==> src/rtl/microwire_seq.sv <==
// Microwire (93xx) EEPROM sequencer: one accepted command -> one serial frame, optional ready poll, one rsp_valid pulse.
// Latency 2*CLK_DIV*bits+1 cycles (+CS gap and poll for programming ops); cmd_ready low while a command is in flight.
module microwire_seq #(
  parameter int CLK_DIV = 4,
  parameter int TIMEOUT = 20000
) (
  input  logic        clk,
  input  logic        rst_n,
  input  logic        cmd_valid,
  output logic        cmd_ready,
  input  logic [1:0]  cmd_op,
  input  logic [5:0]  cmd_addr,
  input  logic [15:0] cmd_wdata,
  output logic        rsp_valid,
  output logic [15:0] rsp_rdata,
  output logic        rsp_err,
  output logic        ee_cs,
  output logic        ee_sk,
  output logic        ee_di,
  input  logic        ee_do
);

  localparam logic [2:0] IDLE      = 3'd0;
  localparam logic [2:0] SHIFT_HDR = 3'd1;
  localparam logic [2:0] SHIFT_WR  = 3'd2;
  localparam logic [2:0] SHIFT_RD  = 3'd3;
  localparam logic [2:0] CS_GAP    = 3'd4;
  localparam logic [2:0] POLL      = 3'd5;
  localparam logic [2:0] DONE      = 3'd6;

  localparam int TW = $clog2(TIMEOUT + 1);
  localparam logic [8:0]    PH_LAST = 9'(2 * CLK_DIV - 1);
  localparam logic [8:0]    PH_HALF = 9'(CLK_DIV);
  localparam logic [8:0]    PH_GAP  = 9'(CLK_DIV - 1);
  localparam logic [TW-1:0] T_LAST  = TW'(TIMEOUT - 1);

  logic [2:0]    state;
  logic [8:0]    ph;
  logic [4:0]    bitn;
  logic [TW-1:0] tcnt;
  logic [24:0]   sreg;
  logic [14:0]   rsh;
  logic          is_rd, has_wr, no_poll, err, up;
  logic          shifting, bit_end;

  assign shifting  = (state == SHIFT_HDR) || (state == SHIFT_WR) || (state == SHIFT_RD);
  assign bit_end   = (ph == PH_LAST);
  assign cmd_ready = up && (state == IDLE);
  assign rsp_valid = (state == DONE);
  assign rsp_err   = (state == DONE) && err;
  // Outputs decode straight from state so an async reset drops ee_cs at once.
  assign ee_cs = shifting || (state == POLL);
  assign ee_sk = shifting && (ph >= PH_HALF);
  assign ee_di = ((state == SHIFT_HDR) || (state == SHIFT_WR)) && sreg[24];

  always_ff @(posedge clk or negedge rst_n) begin
    if (!rst_n) begin
      state     <= IDLE;
      ph        <= '0;
      bitn      <= '0;
      tcnt      <= '0;
      sreg      <= '0;
      rsh       <= '0;
      is_rd     <= 1'b0;
      has_wr    <= 1'b0;
      no_poll   <= 1'b0;
      err       <= 1'b0;
      up        <= 1'b0;
      rsp_rdata <= '0;
    end else begin
      up <= 1'b1;
      case (state)
        IDLE: begin
          if (cmd_valid && cmd_ready) begin
            state   <= SHIFT_HDR;
            ph      <= '0;
            bitn    <= '0;
            err     <= 1'b0;
            sreg    <= {1'b1, cmd_op, cmd_addr, cmd_wdata};
            is_rd   <= (cmd_op == 2'b10);
            has_wr  <= (cmd_op == 2'b01) || (cmd_op == 2'b00 && cmd_addr[5:4] == 2'b01);
            no_poll <= (cmd_op == 2'b10) ||
                       (cmd_op == 2'b00 && (cmd_addr[5:4] == 2'b11 || cmd_addr[5:4] == 2'b00));
          end
        end
        SHIFT_HDR, SHIFT_WR, SHIFT_RD: begin
          if (bit_end) begin
            ph   <= '0;
            bitn <= bitn + 5'd1;
            sreg <= {sreg[23:0], 1'b0};
            if (state == SHIFT_RD) rsh <= {rsh[13:0], ee_do};
            if (bitn == 5'd8) begin
              // The last header bit doubles as the READ dummy-zero slot.
              if (is_rd) begin
                err   <= ee_do;
                state <= SHIFT_RD;
              end else if (has_wr) state <= SHIFT_WR;
              else if (no_poll)    state <= DONE;
              else                 state <= CS_GAP;
            end else if (bitn == 5'd24) begin
              if (is_rd) begin
                state     <= DONE;
                rsp_rdata <= {rsh, ee_do};
              end else begin
                state <= CS_GAP;
              end
            end
          end else begin
            ph <= ph + 9'd1;
          end
        end
        CS_GAP: begin
          if (ph == PH_GAP) begin
            state <= POLL;
            tcnt  <= '0;
          end else begin
            ph <= ph + 9'd1;
          end
        end
        POLL: begin
          if (ee_do) begin
            state <= DONE;
          end else if (tcnt == T_LAST) begin
            err   <= 1'b1;
            state <= DONE;
          end else begin
            tcnt <= tcnt + 1'b1;
          end
        end
        DONE:    state <= IDLE;
        default: state <= IDLE;
      endcase
    end
  end

endmodule

==> config.mk <==
export PLATFORM = sky130hd
export DESIGN_NAME = microwire_seq
export DESIGN_NICKNAME = d
export VERILOG_FILES = /design/src/rtl/microwire_seq.sv
export SDC_FILE = /design/constraint.sdc
export NUM_CORES = 1
export LEC_CHECK = 0
export CAP_MARGIN = 20
export CELL_PAD_IN_SITES_DETAIL_PLACEMENT = 1
export CELL_PAD_IN_SITES_GLOBAL_PLACEMENT = 1
export CORE_AREA = 2 2 89 125
export CTS_CLUSTER_DIAMETER = 150
export DETAILED_ROUTE_END_ITERATION = 6
export DIE_AREA = 0 0 91 127
export PLACE_DENSITY = 0.83
export RECOVER_POWER = 25
export REMOVE_ABC_BUFFERS = 1
export SYNTH_ARGS = -nofsm -noshare
export SYNTH_HDL_FRONTEND = slang
export SYNTH_SLANG_ARGS = --single-unit
==> constraint.sdc <==
create_clock -name clk -period 2.7 [get_ports clk]
set_input_delay 0.54 -clock clk [delete_from_list [all_inputs] [get_ports clk]]
set_output_delay 0.54 -clock clk [all_outputs]
set_load 0.02 [all_outputs]
==> impl_metrics.env, run 1 <==
export IMPL_first_pass_iters=4
export IMPL_hold_path_class="register to register"
export IMPL_cts_clk_slew_worst_paths_ns=0.07
export IMPL_synthFlopType="dfrtp_1"
export IMPL_layout_setup_ws_ns=0.0980
export IMPL_wl_um=10400
export IMPL_die_height_um=127
export IMPL_cellPowerDensity_nw_per_um2=875
export IMPL_status="finished with violations"
export IMPL_yosysTopAreaCell="dfrtp_1"
export IMPL_syn2layout_area_growth_pct=21.5
export IMPL_rsz0062_at_grt="false"
export IMPL_synth_warnings=0
export IMPL_crit_buf_inv=2
export IMPL_max_cap_viol_count=1
export IMPL_crit_fanout=8
export IMPL_async_reset_ff_share_pct=100
export IMPL_finalClockSkew_ns=0.00659
export IMPL_ir_worst_vdd_mv=0.458
export IMPL_violations="capacitance limit, slew limit"
export IMPL_synth_cell_types=58
export IMPL_grt_max_degree=58
export IMPL_synth_edf_count=0
export IMPL_crit_family="buffers and inverters"
export IMPL_setup_viol=0
export IMPL_cts_tree="yes"
export IMPL_p_leak_nw=2.43
export IMPL_diodes=0
export IMPL_synth_most_common_cell="dfrtp_1"
export IMPL_die_area_um2=11600
export IMPL_vias=3526
export IMPL_synth_area_um2=4460
export IMPL_start_util_pct=43.1
export IMPL_grt_pass1_vias=3734
export IMPL_hold_violations=0
export IMPL_grt_ovfl_total=0
export IMPL_fin_area_um2=5420
export IMPL_drv_slew=40
export IMPL_num_io_pins=50
export IMPL_cts_inserted_buffers=9
export IMPL_syn_inst=443
export IMPL_total_power_mw=4.75
export IMPL_ys_top_cells_by_count="dfrtp_1 (93), nand2_1 (63), nor2_1 (48), mux2_2 (31), a31oi_1 (27)"
export IMPL_postCtsSetupBuffers=0
export IMPL_start_kind="register"
export IMPL_fmax_ghz=0.384
export IMPL_final_antenna_net_count=0
export IMPL_via_per_inst=5.54
export IMPL_dp_hpwl_um=7250
export IMPL_num_fill_cells=1208
export IMPL_slew_headroom_pct=-43.2
export IMPL_syn_area_per_cell_um2=10.1
export IMPL_min_period_ns=2.60
export IMPL_finalCritPeriodShare_pct=96.4
export IMPL_cts_resized=1
export IMPL_final_setup_tns_ns=0
export IMPL_wire_per_inst_um=16.3
export IMPL_drt_iter0_markers=110
export IMPL_io_buffers=49
export IMPL_clock_sinks=93
export IMPL_nNetsFinal=528
export IMPL_crit_arrival_ns=2.06
export IMPL_layout_drive_gt1_share_pct=15.0
export IMPL_antenna_found_initial=0
export IMPL_coreArea_um2=10300
export IMPL_rrSetupSlack_ns=0.32
export IMPL_clockBufferDepth=2
export IMPL_max_stage_delay_ns=0.67
export IMPL_clk_latency_ns=0.34
export IMPL_ctsHoldBuffers=0
export IMPL_critPathSlowestCell="clkdlybuf4s50_1"
export IMPL_grt_pass1_wl_um=18200
export IMPL_cp_data_required_time_ns=2.16
export IMPL_cts_root_buf="clkbuf_16"
export IMPL_worstSetupEndpointType="output port"
export IMPL_tightest_slew_ns=2.15
export IMPL_place_area_um2=5120
export IMPL_synth_seq_cells=93
export IMPL_htreeDepth=3
export IMPL_worstPathCellList="buf_4 > nor2_2 > a21oi_1 > clkdlybuf4s50_1"
export IMPL_path_class="register to output port"
export IMPL_track_usage_pct=19.4
export IMPL_globalplace_congestion=0.829
export IMPL_die_x_um=91
export IMPL_yosysSeqAreaShare_pct=52.1
export IMPL_drc_errors=0
export IMPL_place_ws_ns=-0.0900
export IMPL_netlist_top_cells_area="dfrtp_1 (52%), mux2_2 (7.8%), nand2_1 (5.3%), nor2_1 (4.0%), a31oi_1 (3.8%)"
export IMPL_synth_top_area_share_pct=52.1
export IMPL_num_rows=44
==> routing by layer <==
| layer | GRT usage [%] | vias to the layer above | share of wire, % |
|---|---|---|---|
| met5 | 0 | - | 0 |
| met4 | 5.44 | 0 | 1.3 |
| met3 | 4.19 | 11 | 2.9 |
| met2 | 34.9 | 57 | 54 |
| met1 | 23.5 | 1783 | 42 |
| li1 | - | 1675 | - |
==> power breakdown <==
group          switching (mW)  internal [mW]  leakage, nW  total (mW)
logic                   0.938          0.639         1.10        1.58
registers               0.270           1.70         1.20        1.97
clock network           0.560          0.637        0.134        1.20
total                    1.77           2.98         2.43        4.75
==> placed cells by master, fill, tap and decap left out, types with 4 or more instances in the layout <==
master / synthesis / layout
ha_1: 6 / 6
a211o_1: 4 / 4
buf_4: 0 / 9
clkbuf_16: 0 / 9
dfrtp_1: 93 / 93
mux2_2: 31 / 31
nor3_1: 11 / 11
and3_1: 9 / 9
a31oi_1: 27 / 27
o21ai_0: 18 / 18
nand4_1: 4 / 4
nand2_1: 63 / 63
inv_1: 13 / 12
a21oi_1: 21 / 21
nor2_1: 48 / 45
xor2_1: 7 / 7
clkdlybuf4s50_1: 0 / 48
nand3_1: 13 / 13
==> metrics by stage <==
step / utilization [%] / hold WS (ns) / instances
floorplan: - / 0.244 / 423
global placement: 49.5 / 0.467 / 620
detailed placement: 49.5 / 0.474 / 620
CTS: 52.2 / 0.175 / 636
global route: 52.4 / 0.521 / 637
finish: 52.4 / 0.486 / 637
==> worst register-to-register path: cells and delay by family (launching register included) <==
family | cells | cell delay (ns)
buffers and inverters | 1 | 0.21
AOI/OAI and AO/OA | 2 | 0.62
DFF | 1 | 0.47
muxes | 1 | 0.29
and+or+nand+nor | 2 | 0.67
==> registers in the layout (all words and copies together), names as in the netlist <==
signal     flops
sreg          25
rsp_rdata     16
rsh           15
tcnt          15
ph             9
bitn           5
state          3
err            1
has_wr         1
is_rd          1
no_poll        1
up             1
==> logic make-up after synthesis <==
| group | Yosys count | share of synthesized area [%] |
|---|---|---|
| DFF | 93 | 52.1 |
| muxes | 33 | 8.38 |
| AOI/OAI and AO/OA | 93 | 13.1 |
| adders and majority gates | 6 | 1.68 |
| xor gates and xnor gates | 10 | 1.96 |
| other | 1 | 0.0840 |
| and+or+nand+nor | 174 | 19.2 |
| buffers and inverters | 33 | 3.39 |
==> final cells by class <==
type                            instances  area, um^2  area share [%]
Clock buffer                            9         225            4.15
Clock inverter                          7        57.6            1.06
Inverter                               13        48.8           0.900
Multi-Input combinational cell        317        2000            36.9
Sequential cell                        93        2330            42.9
Tap cell                              138         173            3.18
Timing Repair Buffer                   60         591            10.9
==> final timing paths <==
path                                       from                         to  cells past startpoint
max reg2reg                state[0]$_DFFE_PN0P_       state[0]$_DFFE_PN0P_                      6
max                        state[0]$_DFFE_PN0P_                      ee_cs                      4
min                        sreg[24]$_DFFE_PN0P_       sreg[24]$_DFFE_PN0P_                      1
max in group asynchronous                 rst_n  rsp_rdata[15]$_DFFE_PN0P_                      2
min in group asynchronous                 rst_n       sreg[14]$_DFFE_PN0P_                      1
min reg2reg                sreg[24]$_DFFE_PN0P_       sreg[24]$_DFFE_PN0P_                      1
No activity file was read; power rests on OpenSTA's default activity.
==> run 2, diff against run 1 <==
--- a/config.mk
+++ b/config.mk
@@ -9,9 +9,9 @@
 export CELL_PAD_IN_SITES_DETAIL_PLACEMENT = 1
 export CELL_PAD_IN_SITES_GLOBAL_PLACEMENT = 1
 export CORE_AREA = 2 2 89 125
-export CTS_CLUSTER_DIAMETER = 150
 export DETAILED_ROUTE_END_ITERATION = 6
 export DIE_AREA = 0 0 91 127
+export GPL_ROUTABILITY_DRIVEN = 0
 export PLACE_DENSITY = 0.83
 export RECOVER_POWER = 25
 export REMOVE_ABC_BUFFERS = 1
==> results of run 2 <==
Same layout as run 1: the final DEF is identical, and so are final timing and power.
